===== src/rtl/multicycle_ctrl_if.sv =====
// Memory handshake bundle between the multi-cycle controller and the
// instruction/data memory: request, write strobe, address select and ack.
interface multicycle_ctrl_if;
  logic mem_req;
  logic mem_we;
  logic addr_sel;
  logic mem_ack;

  modport master (
    output mem_req,
    output mem_we,
    output addr_sel,
    input  mem_ack
  );

  modport slave (
    input  mem_req,
    input  mem_we,
    input  addr_sel,
    output mem_ack
  );
endinterface


===== src/rtl/multicycle_ctrl.sv =====
// Multi-cycle control FSM for the course CPU datapath.
// Sequences FETCH -> DECODE -> EXEC -> (MEM) -> (WB) and drives the PC, IR,
// register-file, ALU, memory and immediate-extender controls. Memory accesses
// use a req/ack handshake with a bounded wait; on timeout the request drops
// for one cycle, bus_err pulses and the access is retried.
// Optional build macro MULTICYCLE_CTRL_PERF_EN adds a retired-instruction
// counter output (retired[31:0]).
module multicycle_ctrl #(
  parameter int ACK_TIMEOUT = 15,
  parameter int CNT_W       = 4
) (
  input  logic                     clk,
  input  logic                     rst,
  multicycle_ctrl_if.master        mem,
  input  logic [5:0]               opcode,
  input  logic [5:0]               funct,
  input  logic                     zero,
  output logic                     pc_we,
  output logic [1:0]               pc_src,
  output logic                     ir_we,
  output logic                     mdr_we,
  output logic                     reg_we,
  output logic                     reg_dst,
  output logic                     mem_to_reg,
  output logic                     alu_src_b,
  output logic [2:0]               alu_ctl,
  output logic [1:0]               ext_op,
  output logic [2:0]               state,
  output logic                     illegal,
  output logic                     bus_err
`ifdef MULTICYCLE_CTRL_PERF_EN
  ,
  output logic [31:0]              retired
`endif
);

  typedef enum logic [2:0] {
    S_FETCH  = 3'b000,
    S_DECODE = 3'b001,
    S_EXEC   = 3'b010,
    S_MEM    = 3'b011,
    S_WB     = 3'b100
  } state_t;

  localparam logic [5:0] OP_RTYPE = 6'h00;
  localparam logic [5:0] OP_J     = 6'h02;
  localparam logic [5:0] OP_BEQ   = 6'h04;
  localparam logic [5:0] OP_ADDI  = 6'h08;
  localparam logic [5:0] OP_ANDI  = 6'h0C;
  localparam logic [5:0] OP_ORI   = 6'h0D;
  localparam logic [5:0] OP_LUI   = 6'h0F;
  localparam logic [5:0] OP_LW    = 6'h23;
  localparam logic [5:0] OP_SW    = 6'h2B;

  localparam logic [5:0] FN_ADD = 6'h20;
  localparam logic [5:0] FN_SUB = 6'h22;
  localparam logic [5:0] FN_AND = 6'h24;
  localparam logic [5:0] FN_OR  = 6'h25;
  localparam logic [5:0] FN_SLT = 6'h2A;

  localparam logic [2:0] ALU_ADD = 3'b010;
  localparam logic [2:0] ALU_SUB = 3'b110;
  localparam logic [2:0] ALU_AND = 3'b000;
  localparam logic [2:0] ALU_OR  = 3'b001;
  localparam logic [2:0] ALU_SLT = 3'b111;

  localparam logic [CNT_W-1:0] TIMEOUT_VAL = CNT_W'(ACK_TIMEOUT);

  state_t           state_q, state_d;
  logic [CNT_W-1:0] waitCnt_q, waitCnt_d;
  logic [5:0]       op_q, fn_q;
  logic             holdoff_q, holdoff_d;
  logic             reqActive;
  logic             ackSeen;
  logic             timeout;
  logic             memReq, memWe, addrSel;

  function automatic logic isLegal(input logic [5:0] op, input logic [5:0] fn);
    case (op)
      OP_RTYPE: isLegal = (fn == FN_ADD) || (fn == FN_SUB) || (fn == FN_AND) ||
                          (fn == FN_OR)  || (fn == FN_SLT);
      OP_J, OP_BEQ, OP_ADDI, OP_ANDI, OP_ORI, OP_LUI, OP_LW, OP_SW:
                isLegal = 1'b1;
      default:  isLegal = 1'b0;
    endcase
  endfunction

  function automatic logic [2:0] decodeAlu(input logic [5:0] op, input logic [5:0] fn);
    case (op)
      OP_RTYPE: begin
        case (fn)
          FN_SUB:  decodeAlu = ALU_SUB;
          FN_AND:  decodeAlu = ALU_AND;
          FN_OR:   decodeAlu = ALU_OR;
          FN_SLT:  decodeAlu = ALU_SLT;
          default: decodeAlu = ALU_ADD;
        endcase
      end
      OP_BEQ:          decodeAlu = ALU_SUB;
      OP_ANDI:         decodeAlu = ALU_AND;
      OP_ORI, OP_LUI:  decodeAlu = ALU_OR;
      default:         decodeAlu = ALU_ADD;
    endcase
  endfunction

  function automatic logic [1:0] decodeExt(input logic [5:0] op);
    case (op)
      OP_ANDI, OP_ORI: decodeExt = 2'b01;
      OP_LUI:          decodeExt = 2'b10;
      default:         decodeExt = 2'b00;
    endcase
  endfunction

  // Wait-counter and request hold-off: count unacknowledged request cycles,
  // and drop the request for one cycle after a timeout before retrying.
  always_comb begin
    reqActive = ((state_q == S_FETCH) || (state_q == S_MEM)) && !holdoff_q;
    ackSeen   = reqActive && mem.mem_ack;
    timeout   = reqActive && !mem.mem_ack && (waitCnt_q == TIMEOUT_VAL);
    waitCnt_d = '0;
    holdoff_d = 1'b0;
    if (timeout) begin
      holdoff_d = 1'b1;
    end else if (reqActive && !mem.mem_ack) begin
      waitCnt_d = waitCnt_q + 1'b1;
    end
  end

  // Next-state and control outputs; everything idles low unless the
  // current state names it, and ALU/extender modes stay valid EXEC..WB.
  always_comb begin
    state_d    = state_q;
    memReq     = 1'b0;
    memWe      = 1'b0;
    addrSel    = 1'b0;
    pc_we      = 1'b0;
    pc_src     = 2'd0;
    ir_we      = 1'b0;
    mdr_we     = 1'b0;
    reg_we     = 1'b0;
    reg_dst    = 1'b0;
    mem_to_reg = 1'b0;
    alu_src_b  = 1'b0;
    alu_ctl    = ALU_ADD;
    ext_op     = 2'b00;
    illegal    = 1'b0;
    bus_err    = 1'b0;

    if ((state_q == S_EXEC) || (state_q == S_MEM) || (state_q == S_WB)) begin
      alu_ctl = decodeAlu(op_q, fn_q);
      ext_op  = decodeExt(op_q);
    end

    case (state_q)
      S_FETCH: begin
        memReq  = !holdoff_q;
        bus_err = timeout;
        if (ackSeen) begin
          ir_we   = 1'b1;
          pc_we   = 1'b1;
          state_d = S_DECODE;
        end
      end
      S_DECODE: begin
        if (!isLegal(opcode, funct)) begin
          illegal = 1'b1;
          state_d = S_FETCH;
        end else if (opcode == OP_J) begin
          pc_we   = 1'b1;
          pc_src  = 2'd2;
          state_d = S_FETCH;
        end else begin
          state_d = S_EXEC;
        end
      end
      S_EXEC: begin
        case (op_q)
          OP_BEQ: begin
            pc_we   = zero;
            pc_src  = 2'd1;
            state_d = S_FETCH;
          end
          OP_LW, OP_SW: begin
            alu_src_b = 1'b1;
            state_d   = S_MEM;
          end
          OP_RTYPE: begin
            state_d = S_WB;
          end
          default: begin
            alu_src_b = 1'b1;
            state_d   = S_WB;
          end
        endcase
      end
      S_MEM: begin
        memReq  = !holdoff_q;
        addrSel = 1'b1;
        memWe   = !holdoff_q && (op_q == OP_SW);
        bus_err = timeout;
        if (ackSeen) begin
          if (op_q == OP_SW) begin
            state_d = S_FETCH;
          end else begin
            mdr_we  = 1'b1;
            state_d = S_WB;
          end
        end
      end
      S_WB: begin
        reg_we     = 1'b1;
        reg_dst    = (op_q == OP_RTYPE);
        mem_to_reg = (op_q == OP_LW);
        state_d    = S_FETCH;
      end
      default: begin
        state_d = S_FETCH;
      end
    endcase
  end

  // State, wait counter and instruction fields; reset also holds the
  // request low for the first cycle so an in-flight access is abandoned.
  always_ff @(posedge clk) begin
    if (rst) begin
      state_q   <= S_FETCH;
      waitCnt_q <= '0;
      op_q      <= '0;
      fn_q      <= '0;
      holdoff_q <= 1'b1;
    end else begin
      state_q   <= state_d;
      waitCnt_q <= waitCnt_d;
      holdoff_q <= holdoff_d;
      if (state_q == S_DECODE) begin
        op_q <= opcode;
        fn_q <= funct;
      end
    end
  end

  assign mem.mem_req  = memReq;
  assign mem.mem_we   = memWe;
  assign mem.addr_sel = addrSel;
  assign state        = state_q;

`ifdef MULTICYCLE_CTRL_PERF_EN
  logic [31:0] retired_q;
  logic        retireEvt;

  // An instruction retires as it leaves its final state: j in DECODE,
  // beq in EXEC, sw on its memory ack, everything else in WB.
  always_comb begin
    retireEvt = ((state_q == S_DECODE) && isLegal(opcode, funct) && (opcode == OP_J)) ||
                ((state_q == S_EXEC) && (op_q == OP_BEQ)) ||
                ((state_q == S_MEM) && ackSeen && (op_q == OP_SW)) ||
                (state_q == S_WB);
  end

  // Free-running retired-instruction count, wrapping naturally at 2^32.
  always_ff @(posedge clk) begin
    if (rst) begin
      retired_q <= '0;
    end else if (retireEvt) begin
      retired_q <= retired_q + 32'd1;
    end
  end

  assign retired = retired_q;
`endif

endmodule


===== src/flat_wrapper.sv =====
// flat-port wrapper written by rule: the top's interface ports become plain ports
module multicycle_ctrl_flat 
#(
  parameter int ACK_TIMEOUT = 15,
  parameter int CNT_W       = 4
)
  (clk, rst, opcode, funct, zero, pc_we, pc_src, ir_we, mdr_we, reg_we, reg_dst, mem_to_reg, alu_src_b, alu_ctl, ext_op, state, illegal, bus_err, mem_mem_req, mem_mem_we, mem_addr_sel, mem_mem_ack);
  multicycle_ctrl_if mem_i ();
  input  logic clk;
  input  logic rst;
  input  logic [5:0] opcode;
  input  logic [5:0] funct;
  input  logic zero;
  output logic pc_we;
  output logic [1:0] pc_src;
  output logic ir_we;
  output logic mdr_we;
  output logic reg_we;
  output logic reg_dst;
  output logic mem_to_reg;
  output logic alu_src_b;
  output logic [2:0] alu_ctl;
  output logic [1:0] ext_op;
  output logic [2:0] state;
  output logic illegal;
  output logic bus_err;
  output wire logic [$bits(mem_i.mem_req)-1:0] mem_mem_req;
  output wire logic [$bits(mem_i.mem_we)-1:0] mem_mem_we;
  output wire logic [$bits(mem_i.addr_sel)-1:0] mem_addr_sel;
  input wire logic [$bits(mem_i.mem_ack)-1:0] mem_mem_ack;
  assign mem_mem_req = mem_i.mem_req;
  assign mem_mem_we = mem_i.mem_we;
  assign mem_addr_sel = mem_i.addr_sel;
  assign mem_i.mem_ack = mem_mem_ack;
  multicycle_ctrl #(.ACK_TIMEOUT(ACK_TIMEOUT), .CNT_W(CNT_W)) u_core (.clk(clk), .rst(rst), .mem(mem_i), .opcode(opcode), .funct(funct), .zero(zero), .pc_we(pc_we), .pc_src(pc_src), .ir_we(ir_we), .mdr_we(mdr_we), .reg_we(reg_we), .reg_dst(reg_dst), .mem_to_reg(mem_to_reg), .alu_src_b(alu_src_b), .alu_ctl(alu_ctl), .ext_op(ext_op), .state(state), .illegal(illegal), .bus_err(bus_err));
endmodule

===== config.mk =====
export PLATFORM = sky130hd
export DESIGN_NAME = multicycle_ctrl_flat
export DESIGN_NICKNAME = d
export VERILOG_FILES = /design/src/rtl/multicycle_ctrl_if.sv /design/src/rtl/multicycle_ctrl.sv /design/src/flat_wrapper.sv
export SDC_FILE = /design/constraint.sdc
export NUM_CORES = 1
export LEC_CHECK = 0
export BUFFER_PORTS_ARGS = -buffer_cell sky130_fd_sc_hd__buf_2
export CAP_MARGIN = 0
export CORE_MARGIN = 4
export CORE_UTILIZATION = 45
export CTS_CLUSTER_DIAMETER = 150
export DETAILED_ROUTE_END_ITERATION = 7
export PLACE_DENSITY = 0.74
export REMOVE_ABC_BUFFERS = 1
export SLEW_MARGIN = 10
export SYNTH_ARGS = -nofsm -noshare
export SYNTH_HDL_FRONTEND = slang
export SYNTH_SLANG_ARGS = --single-unit

===== constraint.sdc =====
create_clock -name clk -period 2.3 [get_ports clk]
set_input_delay 0.115 -clock clk [delete_from_list [all_inputs] [get_ports clk]]
set_output_delay 0.115 -clock clk [all_outputs]
set_load 0.02 [all_outputs]

==> results of run 1 <==
==> routing by layer <==
metal,global-route usage [%],vias to the layer above
li1,-,611
met1,21.7,539
met2,30.6,36
met3,2.41,4
met4,7.28,0
met5,0,-
==> cells in the mapped netlist, types with 3 or more instances <==
master and number:
a21oi_1 16, and3_1 3, clkbuf_1 5, dfxtp_1 20
inv_1 8, nand2_1 32, nand2b_1 4, nand3_1 3
nor2_1 13, nor2b_1 3, nor3_1 8, or3b_2 3
==> placed cells by master (no fill, tap or decap), types with 3 or more instances in the layout <==
cell,Yosys,layout
nand3_1,3,3
buf_2,0,37
and3_1,3,3
or3b_2,3,3
dfxtp_1,20,20
inv_1,8,8
nand2b_1,4,4
nor2b_1,3,3
a21oi_1,16,16
nor2_1,13,13
nand2_1,32,32
clkbuf_4,0,3
nor3_1,8,8
==> logic make-up (layout without fill, tap and decap cells) <==
logic type      count (synthesis)  after routing  share of synthesized area, %
buf+inv                        14             49                          5.25
fa+ha+maj                       1              1                          1.09
simple gates                   86             86                          39.6
xor+xnor                        3              3                          2.30
compound gates                 29             29                          15.9
flops                          20             20                          35.0
mux                             1              1                         0.875
==> state kept, by name, indices dropped and copies added (netlist names) <==
| register | cells |
|---|---|
| u_core.fn_q | 6 |
| u_core.holdoff_q | 1 |
| u_core.op_q | 6 |
| u_core.state | 3 |
| u_core.waitCnt_q | 4 |
==> critical path, delay by kind of cell, from the launching register on <==
| family | cells | cell delay [ns] |
|---|---|---|
| and+or+nand+nor | 2 | 0.81 |
| buffers and inverters | 1 | 0.15 |
| DFF | 1 | 0.52 |
| AOI/OAI and AO/OA | 1 | 0.17 |
==> power groups by stage <==
stage	Combinational, mW	Sequential (mW)	Clock (mW)
floorplan	0.0517	0.374	0
global placement	0.0887	0.375	0
detailed placement	0.0914	0.376	0
CTS	0.0918	0.368	0.167
global route	0.102	0.370	0.185
finish	0.0917	0.368	0.164
==> layout make-up <==
cell class	count	area [um2]	share of cell area, %
Multi-Input combinational cell	120	683	50.0
Sequential cell	20	400	29.3
Timing Repair Buffer	38	193	14.1
Tap cell	30	37.5	2.75
Inverter	8	30.0	2.20
Clock buffer	3	22.5	1.65
==> worst paths after layout <==
| path | depth (start not counted) | endpoint | slack (ns) | start |
|---|---|---|---|---|
| setup / recovery | 4 | pc_we | 0.23 | u_core.state[1]$_SDFFE_PP0P_ |
| hold / removal | 3 | u_core.fn_q[0]$_SDFFE_PP0P_ | 0.06 | funct[0] |
| setup reg to reg | 4 | u_core.state[1]$_SDFFE_PP0P_ | 0.43 | u_core.state[1]$_SDFFE_PP0P_ |
| hold reg to reg | 1 | u_core.waitCnt_q[0]$_SDFF_PP0_ | 0.45 | u_core.waitCnt_q[0]$_SDFF_PP0_ |
==> flow_summary.ini, run 1 <==
[setup_path]
slowest_stage = dfxtp_1
endpoint_kind = output pin
worstPathCellList = or3b_2 -> nor3_1 -> a211o_1 -> buf_2
cp_max_fo = 9
startpoint_type = flip-flop
cp_data_required_time_ns = 2.18
arrival_ns = 1.96
setup.worst_path.class = reg -> out
cpPeakStageDelay_ns = 0.52

[finish]
final_area_um2 = 1370
drive_above_1_share_pct = 25.9
nets = 208
diodes = 0
num-fill-cells = 252
syn_to_final_growth_pct = 19.5
fin_util_pct = 55.7
final_cell_count_no_fill = 219

[clock_tree]
hold_buffers = 0
ctsLongestPathBuffers = 2
htreeDepth = 1
clk_pin_slew_ns = 0.10
post_cts_resized = 0
cts.sinks = 20
root_buffer = clkbuf_4
clock_latency_ns = 0.30
cts_buffers = 3
cts_setup_buffers = 0
cts_tree = built

[route]
wl_met2_um = 1380
m1WireLength_um = 1260
dr.pass1.iters = 4
dr.max_layer_used = met4
wl_per_cell_um = 12.9
drt-total-wl_um = 2830
ant_nets = 0
drc_errors = 0
vias_per_cell = 5.43
wl_met3_um = 166
drt-initial-drc-count = 35
num_vias = 1190

[timing]
setup_viol = 0
tightest_slew_ns = 0.463
setup_tns_ns = 0
setup_slack_ns = 0.230
final_max_slew_viol_count = 0
fin_crit_ns = 2.07
post-route-period-util_pct = 90.0
slew_headroom_pct = 69.1
rsz0062_at_grt = no
clock_skew_ns = 0.00412
timing.fmax_mhz = 483
holdWs_ns = 0.0597
finalHoldViolations = 0

[outcome]
status = finished clean

[die]
initial_utilization_pct = 46.6
ios = 38
core_um2 = 2450
rows = 18
fp.dieW_um = 58.4
die_area_um2 = 3410
die_h_um = 58.4

[grt]
gr-usage-all-layers_pct = 17.6
grt_remaining_overflow = 0
antenna_found_initial = 0
grt_first_pass_wirelength_um = 4740
grt_max_degree = 18
grt_pass1_vias = 1121

[placement]
place_ws_ns = 0.499
hpwl_um = 2230
io_buffers = 37
place_congestion = 0.853
dp.cells = 216
placed_cell_area_um2 = 1340

[power]
seq_power_share_pct = 59.0
p_total_uw = 624
p_leak_nw = 0.593
p_comb_share_pct = 14.7
internal_power_uw = 455
clkPwrFrac_pct = 26.3
swShare_pct = 27.1
ir_worst_vdd_uv = 369
p_per_area_nw_per_um2 = 457
p_sw_uw = 169

[synth]
yosys.area.top_type_share_pct = 35.0
ys_seq_area_share_pct = 35.0
synthesis.area_um2 = 1140
synth-main-ff-cell = dfxtp_1
synthArstFlopShare_pct = 0
avgSynthCellArea_um2 = 7.43
synth-edff-count = 0
postSynthCellCount = 154
yosys_warnings = 0
synth_area_leader_cell = dfxtp_1
synth_cell_types = 40
yosys_register_bits = 20
synth.area.top_cells = dfxtp_1, nand2_1, a21oi_1, nor2_1, nor3_1

[min_path]
hp-class = in -> reg

[job]
max_cap_viol_count = 0
Note: power is estimated with default switching activity, not from simulation.
==> run 2: changes to the inputs <==
==> constraint.sdc (replaced) <==
create_clock -name clk -period 2.3 [get_ports clk]
set_input_delay 0.115 -clock clk [delete_from_list [all_inputs] [get_ports clk]]
set_output_delay 0.115 -clock clk [all_outputs]
set_load 0.1 [all_outputs]
==> flow_summary.ini, run 2 (synthesized netlist as in run 1, its figures left out) <==
[setup_path]
setup.worst_path.class = reg -> out
cp_max_fo = 10
critPathTopFamily = simple AND/OR/NAND/NOR gates
crit_buf_inv = 1
arrival_ns = 2.04
worstPathCellList = nor2b_1 -> or4_4 -> nor3_1 -> buf_2
slowest_stage = dfxtp_1
cpPeakStageDelay_ns = 0.50
startpoint_type = flip-flop
cp_data_required_time_ns = 2.18
endpoint_kind = output pin

[route]
num_vias = 1190
vias_per_cell = 5.41
drt-initial-drc-count = 36
ant_nets = 0
drc_errors = 0
drt-total-wl_um = 2720
wl_per_cell_um = 12.4
dr.pass1.iters = 4

[timing]
tightest_slew_ns = 0.491
clock_skew_ns = 0.00991
timing.fmax_mhz = 465
final_max_slew_viol_count = 0
rsz0062_at_grt = no
setup_viol = 0
fin_crit_ns = 2.15
slew_headroom_pct = 67.5
post-route-period-util_pct = 93.6
finalHoldViolations = 0

[grt]
grt_pass1_vias = 1081
antenna_found_initial = 0
grt_remaining_overflow = 0
gr-usage-all-layers_pct = 17.4
grt_max_degree = 18
grt_first_pass_wirelength_um = 4710

[placement]
place_congestion = 0.854
io_buffers = 37
placed_cell_area_um2 = 1370
hpwl_um = 2160

[clock_tree]
htreeDepth = 1
clk_pin_slew_ns = 0.11
clock_latency_ns = 0.30
root_buffer = clkbuf_4
cts_setup_buffers = 0
ctsLongestPathBuffers = 2
cts_buffers = 3
cts_tree = built
cts.sinks = 20

[finish]
diodes = 0
final_cell_mix = nand2_1, buf_2, dfxtp_1
num-fill-cells = 249
syn_to_final_growth_pct = 22.4
final-seq-area_um2 = 402
drive_above_1_share_pct = 26.8
nets = 209
multiInputGateArea_um2 = 683
final_area_um2 = 1400
reg_top3 = u_core.fn_q: 6 flops, u_core.op_q: 6 flops, u_core.waitCnt_q: 4 flops
fin_util_pct = 57.0

[power]
p_per_area_nw_per_um2 = 470
p_leak_nw = 0.600
ir_worst_vdd_uv = 356
p_total_uw = 658

[die]
die_area_um2 = 3410
ios = 38
rows = 18
initial_utilization_pct = 46.6
die_h_um = 58.4
core_um2 = 2450
fp.dieW_um = 58.4

[job]
max_cap_viol_count = 0

[outcome]
status = finished clean

[min_path]
hp-class = in -> reg
==> run 2: cell count changes in the layout (fill, tap and decap cells not counted), sizes merged <==
cell	delta
clkbuf	+2
buf	-1
==> run 2: power breakdown <==
group          total (mW)  switching (mW)  internal (mW)
clock network       0.160          0.0993         0.0611
logic               0.129          0.0876         0.0417
registers           0.368          0.0118          0.356
==> run 2: final timing paths <==
path / start / end / slack, ns / cells past startpoint
min: funct[0] / u_core.fn_q[0]$_SDFFE_PP0P_ / 0.06 / 3
max reg2reg: u_core.state[0]$_SDFFE_PP0P_ / u_core.waitCnt_q[2]$_SDFF_PP0_ / 0.56 / 4
max: u_core.state[0]$_SDFFE_PP0P_ / bus_err / 0.15 / 4
min reg2reg: u_core.waitCnt_q[0]$_SDFF_PP0_ / u_core.waitCnt_q[0]$_SDFF_PP0_ / 0.45 / 1
==> run 2: what timing repair did <==
| item | 4_1_cts | 5_1_grt |
|---|---|---|
| resized for setup | 1 | 5 |
| pin swaps | 0 | 0 |
| endpoints found under the setup margin | 1 | 5 |
| hold buffers | 0 | 0 |
==> run 2: per-layer routing <==
layer	track usage, %	up-vias	routed length (um)
met2	26.2	26	1300
met3	3.07	6	124
met1	24.8	543	1250
met5	0	-	0
li1	-	615	-
met4	5.96	0	46
==> run 2: stage by stage <==
stage	instances	worst slack, ns	TNS [ns]	hold WS (ns)
CTS	220	0.0254	0	0.0544
global placement	217	0.395	0	0.373
detailed placement	217	0.330	0	0.376
floorplan	148	-2.48	-21.07	0.184
global route	220	0.000274	0	0.0650
finish	220	0.147	0	0.0643
==> run 2: layout make-up <==
cell class / instances / area share, %
Multi-Input combinational cell: 120 / 48.8
Tap cell: 30 / 2.68
Clock buffer: 3 / 1.61
Timing Repair Buffer: 39 / 16.1
Inverter: 8 / 2.14
Sequential cell: 20 / 28.7
==> run 2: tightest hold or removal path, delay by kind of cell <==
kind,cells,cell delay (ns)
simple gates,1,0.05
compound gates,1,0.05
buf+inv,1,0.10
